<file path="src/rtl/wrr_port_scheduler.sv">
// Weighted round-robin grant scheduler for one switch output port.
// Holds a one-hot grant until done, abort (req drop) or hold watchdog expiry; credits enforce weights.
module wrr_port_scheduler #(
   parameter int NUM_REQ    = 4,
   parameter int WEIGHT_W   = 3,
   parameter int DEF_WEIGHT = 1,
   parameter int MAX_HOLD   = 16,
   localparam int ID_W      = (NUM_REQ > 1) ? $clog2(NUM_REQ) : 1,
   localparam int HOLD_W    = (MAX_HOLD > 1) ? $clog2(MAX_HOLD) : 1
) (
   input  logic                         clk,
   input  logic                         rst_n,
   input  logic [NUM_REQ-1:0]           req,
   input  logic                         done,
   input  logic                         cfg_load,
   input  logic [NUM_REQ*WEIGHT_W-1:0]  weight_cfg,
   output logic [NUM_REQ-1:0]           grant,
   output logic                         grant_valid,
   output logic [ID_W-1:0]              grant_id,
   output logic                         abort_p,
   output logic                         timeout_p
);

   typedef enum logic {IDLE, GRANT} state_t;

   state_t                state_q, state_d;
   logic [NUM_REQ-1:0]    grant_q, grant_d;
   logic [ID_W-1:0]       grant_id_q, grant_id_d;
   logic                  abort_q, abort_d;
   logic                  timeout_q, timeout_d;
   logic [ID_W-1:0]       rr_ptr_q, rr_ptr_d;
   logic [HOLD_W-1:0]     hold_cnt_q, hold_cnt_d;
   logic [WEIGHT_W-1:0]   weight_q [NUM_REQ];
   logic [WEIGHT_W-1:0]   weight_d [NUM_REQ];
   logic [WEIGHT_W-1:0]   credit_q [NUM_REQ];
   logic [WEIGHT_W-1:0]   credit_d [NUM_REQ];
   logic [WEIGHT_W-1:0]   cfg_w    [NUM_REQ];
   logic [NUM_REQ-1:0]    eligible;
   logic                  pick_found;
   logic [ID_W-1:0]       pick_idx;

   // A zero weight would starve its port forever, so it is stored as 1.
   function automatic logic [WEIGHT_W-1:0] clamp_weight(input logic [WEIGHT_W-1:0] w);
      return (w == '0) ? WEIGHT_W'(1) : w;
   endfunction

   function automatic logic [ID_W-1:0] next_idx(input logic [ID_W-1:0] i);
      return (int'(i) == NUM_REQ - 1) ? '0 : i + 1'b1;
   endfunction

   always_comb begin
      for (int i = 0; i < NUM_REQ; i++) begin
         cfg_w[i]    = clamp_weight(weight_cfg[i*WEIGHT_W +: WEIGHT_W]);
         eligible[i] = req[i] && (credit_q[i] != '0);
      end
   end

   // Scan from the highest offset down so the lowest offset from rr_ptr wins.
   always_comb begin
      pick_found = 1'b0;
      pick_idx   = '0;
      for (int k = NUM_REQ - 1; k >= 0; k--) begin
         if (eligible[(int'(rr_ptr_q) + k) % NUM_REQ]) begin
            pick_found = 1'b1;
            pick_idx   = ID_W'((int'(rr_ptr_q) + k) % NUM_REQ);
         end
      end
   end

   always_comb begin
      // NOTE: every output of this block gets a default first, so no path can infer a latch.
      state_d    = state_q;
      grant_d    = grant_q;
      grant_id_d = grant_id_q;
      abort_d    = 1'b0;
      timeout_d  = 1'b0;
      rr_ptr_d   = rr_ptr_q;
      hold_cnt_d = hold_cnt_q;
      credit_d   = credit_q;
      weight_d   = weight_q;

      if (cfg_load) weight_d = cfg_w;

      case (state_q)
         IDLE: begin
            if (pick_found) begin
               grant_d           = '0;
               grant_d[pick_idx] = 1'b1;
               grant_id_d        = pick_idx;
               hold_cnt_d        = '0;
               state_d           = GRANT;
            end else if (req != '0) begin
               // Everyone waiting is out of credit: refill, using weights loaded on this same edge.
               credit_d = cfg_load ? cfg_w : weight_q;
            end
         end
         GRANT: begin
            if (done) begin
               if (credit_q[grant_id_q] != '0) credit_d[grant_id_q] = credit_q[grant_id_q] - 1'b1;
               rr_ptr_d = (credit_q[grant_id_q] <= WEIGHT_W'(1) || !req[grant_id_q])
                          ? next_idx(grant_id_q) : grant_id_q;
               grant_d  = '0;
               state_d  = IDLE;
            end else if (!req[grant_id_q]) begin
               abort_d  = 1'b1;
               rr_ptr_d = next_idx(grant_id_q);
               grant_d  = '0;
               state_d  = IDLE;
            end else if (hold_cnt_q == HOLD_W'(MAX_HOLD - 1)) begin
               timeout_d            = 1'b1;
               credit_d[grant_id_q] = '0;
               rr_ptr_d             = next_idx(grant_id_q);
               grant_d              = '0;
               state_d              = IDLE;
            end else begin
               hold_cnt_d = hold_cnt_q + 1'b1;
            end
         end
         default: state_d = IDLE;
      endcase
   end

   always_ff @(posedge clk) begin
      if (!rst_n) begin
         state_q    <= IDLE;
         grant_q    <= '0;
         grant_id_q <= '0;
         abort_q    <= 1'b0;
         timeout_q  <= 1'b0;
         rr_ptr_q   <= '0;
         hold_cnt_q <= '0;
         // NOTE: weights and credits are architectural state, so these small arrays are reset, not left X.
         for (int i = 0; i < NUM_REQ; i++) begin
            weight_q[i] <= WEIGHT_W'(DEF_WEIGHT);
            credit_q[i] <= WEIGHT_W'(DEF_WEIGHT);
         end
      end else begin
         state_q    <= state_d;
         grant_q    <= grant_d;
         grant_id_q <= grant_id_d;
         abort_q    <= abort_d;
         timeout_q  <= timeout_d;
         rr_ptr_q   <= rr_ptr_d;
         hold_cnt_q <= hold_cnt_d;
         weight_q   <= weight_d;
         credit_q   <= credit_d;
      end
   end

   assign grant       = grant_q;
   assign grant_valid = |grant_q;
   assign grant_id    = grant_id_q;
   assign abort_p     = abort_q;
   assign timeout_p   = timeout_q;

endmodule

</file>
<file path="config.mk">
export PLATFORM = sky130hd
export DESIGN_NAME = wrr_port_scheduler
export DESIGN_NICKNAME = d
export VERILOG_FILES = /design/src/rtl/wrr_port_scheduler.sv
export SDC_FILE = /design/constraint.sdc
export NUM_CORES = 1
export LEC_CHECK = 0
export CORE_MARGIN = 2
export CORE_UTILIZATION = 39
export DETAILED_ROUTE_END_ITERATION = 12
export GPL_TIMING_DRIVEN = 1
export MAX_ROUTING_LAYER = met4
export PLACE_DENSITY = 0.69
export SKIP_CTS_REPAIR_TIMING = 1
export SYNTH_ARGS = -nofsm -noshare
export SYNTH_HDL_FRONTEND = slang
export SYNTH_SLANG_ARGS = --single-unit
</file>
<file path="constraint.sdc">
create_clock -name clk -period 2.28 [get_ports clk]
set_clock_uncertainty 0.05 [all_clocks]
set_input_delay 0.456 -clock clk [delete_from_list [all_inputs] [get_ports clk]]
set_output_delay 0.456 -clock clk [all_outputs]
set_load 0.02 [all_outputs]
</file>
======== After elaboration in Yosys (flattened, before gate mapping) ========
Index checks and enable logic that the tools add are counted.
cells by class
  $add $sub $neg .......................... 6
  $mul .................................... 0
  div/mod/pow operators ................... 0
  $lt $le $gt $ge ......................... 10
  equal/unequal tests ..................... 13
  shift operators ......................... 0
  mux-type cells .......................... 63
  bitwise gates (word level) .............. 9
  reductions and logical operators ........ 29
operator list
  cell                count
  $mux 12             7
  $mux 4              8
  $pmux 12 s2         1
  $mux 3              7
  $mux 1              19
  $mux 2              9
  $pmux 4 s2          2
  $reduce_bool 3->1   5
  $and 12x12->12      1
  $bwmux 12           1
  $logic_not 3->1     4
  $lt 3x4->1 const B  3
  $ne 3x2->1 const B  4
  $not 12->12         1
  $bmux 1 s2          5
  $ne 2x2->1 const B  5
  $lt 2x3->1 const B  3
  $reduce_or 4->1     2
  $bmux 3 s2          1
  $demux 3 s2         1
  $logic_and 1x1->1   6
  $reduce_and 2->1    3
  $reduce_or 2->1     3
  $reduce_and 5->1    1
  22 further kinds    28
storage, ports and cells
  bits in registers ....................... 39
  bits in latches ......................... 0
  RAM bits ................................ 0
  ROM bits ................................ 0
  input bits .............................. 20
  output and inout port bits .............. 9
  memories kept ........................... 0

======== Longest topological paths before layout ========
Gate-level depths: netlist of run 1.
  word-level depth ........................ 16
  depth in mapped cells ................... 9

======== Least setup slack after synthesis of run 1 ========
No wires, ideal clock.
  path kind ............................... reg2reg
  start point ............................. reg grant_id_q[0], in the netlist grant_id[0]
  end point ............................... reg credit_q[9] (netlist bit)
  setup time .............................. 121 ps
  arrival time ............................ 2353 ps
  required time ........................... 2109 ps
  path slack .............................. -244 ps
  stages on the path, launching flop included .. 10
  path buffers ............................ 1
  cell sequence ........................... dfxtp_1 -> buf_6 -> mux4_1 -> inv_1 -> ha_1 -> nand3_1 -> o22ai_4 -> nor3_2 -> o21ai_2 -> mux2_2
on the way
  longest elaborated chain between the ends .. 11
  elaborated cells between the ends (all ways) .. 24
  those cells by class .................... 1 x add/sub; 2 x order compare; 2 x eq/ne; 13 x mux; 3 x bitwise; 3 x reduce/logical
ends and longest elaborated chain
  what                                                                   RTL line  source
  start, declared                                                        28        logic [ID_W-1:0] grant_id_q, grant_id_d;
  start signal, assigned                                                 140       grant_id_q <= grant_id_d;
  $not 2->3 (implied by the code)                                        99, 111
  $ge 3x3->1 (implied by the code) / $lt 3x1->1 (equally long branches)  99, 111
  $logic_and 1x1->1 (implied by the code)                                99, 111
  $mux 3 (implied by the code)                                           99, 111
  $demux 3 s2                                                            99, 111
  $not 12->12 (no line)                                                  -
  $and 12x12->12 (no line)                                               -
  $mux 12                                                                109       end else if (hold_cnt_q == HOLD_W'(MAX_HOLD - 1)) begin
  $mux 12                                                                104       end else if (!req[grant_id_q]) begin
  $mux 12                                                                98        if (done) begin
  $pmux 12 s2                                                            84        case (state_q)
  end signal, assigned by index                                          135       credit_q[i] <= WEIGHT_W'(DEF_WEIGHT);
  end signal, assigned                                                   146       credit_q <= credit_d;
  end, declared                                                          35        logic [WEIGHT_W-1:0] credit_q [NUM_REQ];
Several ways; a longest one is shown, not always the timed one. The select of a mux whose other input is x is not followed.
A chain may end at the register's enable or synchronous reset.

======== Worst setup path after layout of run 1 ========
  start point ............................. reg grant_id_q[0], in the netlist grant_id[0]
  end point ............................... reg credit_q[1] (netlist bit)
Same word-level chain as after synthesis.

==> impl_metrics.py, run 1 <==
metrics = {
    "outcome": {
        "outcome": "finished clean",
    },
    "clock_tree": {
        "cts_made_buffers": 5,
        "cts_root_buf": "clkbuf_8",
        "clock_path_buffers": 2,
        "clock_sinks": 39,
        "clk_latency_ns": 0.29,
        "htreeDepth": 2,
        "cts_tree": "yes",
        "clk_pin_slew_worst_paths_ns": 0.07,
    },
    "layout": {
        "drive_above_1_share_pct": 26.46,
        "syn_to_final_growth_pct": 32.92,
        "final_nets": 352,
        "fin_util_pct": 52.76,
        "layout_commonest_cell": "buf_4",
        "diodes": 0,
        "fin_area_mm2": 0.003087,
        "fillers": 506,
        "layout_common_cells": "buf_4, dfxtp_1, nand2_1, nor2_1, clkdlybuf4s50_1",
    },
    "sta": {
        "finalCritPeriodShare_pct": 96.89,
        "setup_viol": 0,
        "period_minus_slack_ns": 2.209,
        "worstMarginPinSlew_ns": 0.4720,
        "whs_ns": 0.4335,
        "relSlewSlack_pct": 68.34,
        "drv_slew": 0,
        "clock.fmax_ghz": 0.4527,
        "hold_viol": 0,
        "rsz0062_at_grt": "no",
        "setup_tns_ns": 0,
    },
    "yosys": {
        "yosys_register_bits": 39,
        "synth_compound_area_share_pct": 23.55,
        "synth_simple_gate_area_share_pct": 19.94,
        "synth_adder_area_share_pct": 4.310,
        "synth-xor-area-share_pct": 1.131,
        "async_reset_ff_share_pct": 0,
        "synth_nets": 287,
        "yosys_warnings": 0,
        "synthMuxAreaShare_pct": 12.07,
        "yosysSeqAreaShare_pct": 33.62,
        "synth-main-ff-cell": "dfxtp_1",
        "syn_inst": 259,
        "synth-edff-count": 0,
        "synth.avg_cell_area_um2": 8.966,
        "synth_top_family_by_area": "compound AO/OA/AOI/OAI gates",
        "synth_cell_types": 55,
        "synth_area_mm2": 0.002322,
    },
    "routing": {
        "ant_nets": 0,
        "first_iter_violations": 164,
        "vias_per_cell": 5.370,
        "drt-pass1-iter-count": 4,
        "wl_per_cell_um": 14.71,
        "wl_um": 5882,
        "drc_errors": 0,
        "vias": 2148,
    },
    "pwr": {
        "p_sw_uw": 637.2,
        "p_leak_nw": 1.225,
        "power.density_mw_per_mm2": 647.7,
        "power.share.clock_pct": 25.9,
        "p_comb_share_pct": 35.1,
        "vdd_drop_max_mv": 0.2739,
        "p_int_mw": 1.362,
        "netSwitchingFraction_pct": 31.87,
        "p_seq_share_pct": 38.9,
    },
    "job": {
        "maxCapViolCount": 0,
    },
    "placement": {
        "dpl.hpwl_um": 4606,
        "placed_cell_area_mm2": 0.002968,
        "portBuffers": 28,
        "globalplace.congestion": 0.9362,
    },
    "worst_setup_path": {
        "slowest_delay_ns": 0.52,
        "crit_slowest_cell": "mux4_2",
        "arrival_ns": 2.40,
        "worstSetupEndpoint": "credit_q[1]$_SDFFE_PN0P_",
        "r2r_start": "grant_id[0]$_SDFFE_PN0P_",
        "worstSetupStartpointType": "flip-flop",
        "r2r_setup_slack_ns": 0.07,
        "crit_chain": "mux4_2 -> inv_2 -> ha_4 -> nand3_2 -> o22ai_4 -> nor4_4 -> buf_4 -> mux2_4 -> nor2_2",
        "path_buf_inv": 2,
        "critPathKind": "reg2reg",
        "cp.depth": 9,
        "worst-path-max-fanout": 5,
        "startpoint": "grant_id[0]$_SDFFE_PN0P_",
        "endpoint_kind": "flip-flop",
        "rr_worst_depth": 9,
        "cp_top_family": "multiplexers",
        "r2r_end": "credit_q[1]$_SDFFE_PN0P_",
        "required_ns": 2.47,
    },
    "die": {
        "die_height_um": 81.17,
        "die_w_um": 81.17,
        "io_pins": 29,
        "die_area_mm2": 0.006588,
        "rows": 28,
        "start_util_pct": 39.69,
        "core-area_mm2": 0.005851,
    },
    "worst_hold_path": {
        "hold_path_class": "reg2reg",
        "hold_depth": 2,
    },
    "grt": {
        "use_met1_pct": 25.75,
        "antenna_found_initial": 0,
        "grt_max_degree": 28,
        "grt.total_usage_pct": 19.63,
        "met3_usage_pct": 3.333,
        "busiest_layer": "met2",
        "overflow": 0,
        "grt_pass1_wl_um": 9528,
        "grt_pass1_vias": 1964,
        "grtUsageMet2_pct": 30.58,
    },
}
[area by class of cell]
type | count | area (um^2) | share of cell area (%)
clock buffer | 8 | 100.1 | 3.243
timing repair buffer | 70 | 595.6 | 19.29
sequential | 39 | 784.5 | 25.42
inverter | 16 | 60.06 | 1.946
tap | 75 | 93.84 | 3.040
multi-input combinational | 192 | 1453 | 47.06
[worst min-delay path: cells and delay by family (launching register included)]
| family | cells | cell delay (ns) |
|---|---|---|
| AO/OA/AOI/OAI | 1 | 0.06 |
| flip-flops | 1 | 0.32 |
| AND/OR/NAND/NOR | 1 | 0.06 |
[synth_stat cells, drive strengths merged, types with 2 or more instances]
master   instances  area (um^2)
dfxtp           39        780.8
nand2           33        123.9
nor2            33        128.9
inv             15        56.30
o21ai           14        77.58
mux2i           10        100.1
a21oi            8        40.04
ha               8        100.1
clkbuf           7        26.28
mux2             7        86.33
o211ai           7        52.55
nand2b           6        37.54
o22ai            6        51.30
a31oi            5        31.28
buf              5        38.78
nand3            5        25.02
mux4             4        93.84
o2bb2ai          4        35.03
o31ai            4        67.56
o32ai            4        35.03
a41oi            3        45.05
nand4            3        18.77
xor2             3        26.28
a2bb2oi          2        17.52
and3             2        13.77
nor3             2        15.01
nor4             2        42.54
o211a            2        20.02
o21bai           2        18.77
or2              2        12.52
or3              2        17.52
or4              2        15.01
[cell families (layout without fill, tap and decap cells)]
kind of cell    Yosys count  in the layout
simple gates             94             94
compound gates           66             66
flops                    39             39
buf+inv                  28             94
mux                      21             21
fa+ha+maj                 8              8
xor+xnor                  3              3
[how the worst min path moves through the flow]
| stage | from | to | slack (ns) |
|---|---|---|---|
| 2_1_floorplan | weight_q[6]$_SDFF_PN1_ | weight_q[6]$_SDFF_PN1_ | 0.40 |
| 5_1_grt | grant[0]$_SDFFE_PN0P_ | grant[0]$_SDFFE_PN0P_ | 0.46 |
| 3_3_place_gp | weight_q[8]$_SDFF_PN0_ | weight_q[8]$_SDFF_PN0_ | 0.42 |
| 4_1_cts | grant[0]$_SDFFE_PN0P_ | grant[0]$_SDFFE_PN0P_ | 0.44 |
| 3_5_place_dp | grant[0]$_SDFFE_PN0P_ | grant[0]$_SDFFE_PN0P_ | 0.43 |
| 6_report | grant[0]$_SDFFE_PN0P_ | grant[0]$_SDFFE_PN0P_ | 0.43 |
[state kept, by name (all words and copies together), names as in the netlist]
signal and cells:
weight_q 12, state_q 1, rr_ptr_q 2, credit_q 12
grant 4, abort_p 1, timeout_p 1, hold_cnt_q 4
grant_id 2
[power groups by stage]
stage | logic (mW) | registers [mW] | clock network [mW]
after floorplan | 0.396 | 0.807 | 0
after global placement | 0.678 | 0.792 | 0
after detailed placement | 0.688 | 0.793 | 0
after CTS | 0.690 | 0.777 | 0.526
after global routing | 0.765 | 0.785 | 0.554
final | 0.702 | 0.778 | 0.519
[per-layer routing]
metal / wire length (um) / vias to the layer above
met3: 352 / 11
met1: 2728 / 1021
li1: - / 1059
met5: 0 / -
met4: 104 / 0
met2: 2697 / 57
[through the flow]
stage	worst slack, ns	instances	power (mW)
finish	0.07081	400	1.999
global route	0.01242	400	2.103
CTS	0.007719	400	1.993
detailed placement	-0.2138	392	1.482
global placement	-0.1494	392	1.470
floorplan	-0.06810	259	1.203
(Power assumes the default switching activity.)
==> inputs of run 2 (changes only) <==
- CTS_CLUSTER_SIZE: default -> 8
==> results of run 2 <==
The final DEF is identical to that of run 1; final timing and power are the same.
==> inputs of run 3 (changes only) <==
- CTS_CLUSTER_SIZE: 8 -> default
- TNS_END_PERCENT: default -> 1
==> impl_metrics.py, run 3 (synthesis results as in run 1) <==
metrics = {
    "pwr": {
        "vdd_drop_max_mv": 0.2743,
        "power.density_mw_per_mm2": 647.8,
        "p_int_mw": 1.362,
        "p_sw_uw": 637.3,
        "power.share.clock_pct": 25.9,
        "p_comb_share_pct": 35.1,
        "p_leak_nw": 1.225,
        "p_seq_share_pct": 38.9,
        "netSwitchingFraction_pct": 31.87,
        "finalPower_mw": 1.999,
    },
    "placement": {
        "placed_cell_area_mm2": 0.002968,
        "dpl.hpwl_um": 4606,
        "portBuffers": 28,
        "dpl_worst_slack_ns": -0.2138,
        "globalplace.congestion": 0.9362,
    },
    "worst_hold_path": {
        "worstHoldStart": "grant[0]$_SDFFE_PN0P_",
        "holdPathEnd": "grant[0]$_SDFFE_PN0P_",
        "hold_path_class": "reg2reg",
        "hold_depth": 2,
    },
    "layout": {
        "multi_input_area_mm2": 0.001453,
        "layout_commonest_cell": "buf_4",
        "layout_common_cells": "buf_4, dfxtp_1, nand2_1, nor2_1, clkdlybuf4s50_1",
        "seq_area_um2": 784.5,
        "syn_to_final_growth_pct": 32.92,
        "reg_top3": "credit_q x12, weight_q x12",
        "diodes": 0,
        "final_nets": 352,
        "fin_area_mm2": 0.003087,
        "drive_above_1_share_pct": 26.46,
        "fillers": 506,
    },
    "worst_setup_path": {
        "critPathKind": "reg2reg",
        "slowest_delay_ns": 0.51,
        "r2r_setup_slack_ns": 0.07,
        "worstSetupStartpointType": "flip-flop",
        "worst-path-max-fanout": 5,
        "r2r_start": "grant_id[0]$_SDFFE_PN0P_",
        "crit_chain": "mux4_2 -> inv_2 -> ha_4 -> nand3_2 -> o22ai_4 -> nor4_4 -> buf_4 -> mux2_4 -> nor2_2",
        "path_buf_inv": 2,
        "cp_top_family": "multiplexers",
        "arrival_ns": 2.39,
        "rr_worst_depth": 9,
        "required_ns": 2.47,
        "crit_slowest_cell": "mux4_2",
        "r2r_end": "credit_q[1]$_SDFFE_PN0P_",
        "endpoint_kind": "flip-flop",
    },
    "grt": {
        "antenna_found_initial": 0,
        "grt_pass1_vias": 1964,
        "grt.total_usage_pct": 19.63,
        "overflow": 0,
        "grt_max_degree": 28,
        "grt_pass1_wl_um": 9528,
    },
    "clock_tree": {
        "htreeDepth": 2,
        "clk_latency_ns": 0.30,
        "clock_sinks": 39,
        "clock_path_buffers": 2,
        "clk_pin_slew_worst_paths_ns": 0.07,
        "cts_tree": "yes",
        "cts_root_buf": "clkbuf_8",
        "cts_made_buffers": 5,
    },
    "routing": {
        "dr.max_layer_used": "met4",
        "drt-pass1-iter-count": 4,
        "met2_length_um": 2708,
        "vias_per_cell": 5.328,
        "drc_errors": 0,
        "wl_per_cell_um": 14.71,
        "met3_length_um": 350,
        "vias": 2131,
        "ant_nets": 0,
        "first_iter_violations": 185,
        "wl_um": 5883,
        "wl_met1_um": 2747,
    },
    "die": {
        "die_area_mm2": 0.006588,
        "die_height_um": 81.17,
        "core-area_mm2": 0.005851,
        "rows": 28,
        "io_pins": 29,
        "start_util_pct": 39.69,
        "die_w_um": 81.17,
    },
    "sta": {
        "rsz0062_at_grt": "no",
        "relSlewSlack_pct": 68.36,
        "drv_slew": 0,
        "hold_viol": 0,
        "period_minus_slack_ns": 2.208,
        "setup_slack_ns": 0.07246,
        "worstMarginPinSlew_ns": 0.4718,
        "clock.fmax_ghz": 0.4530,
        "setup_viol": 0,
        "finalCritPeriodShare_pct": 96.82,
    },
    "outcome": {
        "outcome": "finished clean",
    },
    "job": {
        "maxCapViolCount": 0,
    },
}
run 3: cell counts in the layout (fill, tap and decap cells not counted):
Identical to the previous run, type by type.
run 3: through the flow:
step	utilization, %	hold WS (ns)	std cells	TNS [ns]
after CTS	52.44	0.4400	400	0
after detailed placement	50.73	0.4309	392	-1.510
final	52.76	0.4336	400	0
after global routing	52.76	0.4647	400	0
after global placement	50.73	0.4211	392	-0.6379
after floorplan	-	0.4011	259	-0.1241
run 3: how the worst max path moves through the flow:
stage | slack, ns | depth (start not counted) | from | to
after floorplan | -0.07 | 9 | grant_id[0]$_SDFFE_PN0P_ | credit_q[6]$_SDFFE_PN1P_
after global placement | -0.15 | 7 | req[3] | credit_q[1]$_SDFFE_PN0P_
after detailed placement | -0.21 | 7 | req[3] | credit_q[1]$_SDFFE_PN0P_
after CTS | 0.008 | 9 | grant_id[0]$_SDFFE_PN0P_ | credit_q[1]$_SDFFE_PN0P_
after global routing | 0.01 | 9 | grant_id[0]$_SDFFE_PN0P_ | credit_q[1]$_SDFFE_PN0P_
final | 0.07 | 9 | grant_id[0]$_SDFFE_PN0P_ | credit_q[1]$_SDFFE_PN0P_
run 3: power groups by stage:
stage                     Combinational (mW)  Clock [mW]  Sequential, mW
after CTS                              0.690       0.526           0.777
final                                  0.702       0.518           0.779
after global routing                   0.765       0.554           0.785
after floorplan                        0.396           0           0.807
after detailed placement               0.688           0           0.793
after global placement                 0.678           0           0.792
run 3: worst register-to-register path, stage by stage, from the launching register on:
cell and delay, ns:
dfxtp_4 0.37, mux4_2 0.52, inv_2 0.10, ha_4 0.13, nand3_2 0.11, o22ai_4 0.27
nor4_4 0.09, buf_4 0.16, mux2_4 0.30, nor2_2 0.07
run 3: final cells by class:
| type | instances | share of cell area, % |
|---|---|---|
| Tap cell | 75 | 3.040 |
| Timing Repair Buffer | 70 | 19.29 |
| Clock buffer | 8 | 3.243 |
| Inverter | 16 | 1.946 |
| Multi-Input combinational cell | 192 | 47.06 |
| Sequential cell | 39 | 25.42 |
run 3: routing by layer:
layer,global-route usage (%),up-vias
li1,-,1061
met1,25.75,1012
met2,30.58,51
met3,3.333,7
met4,6.780,0
met5,-,-
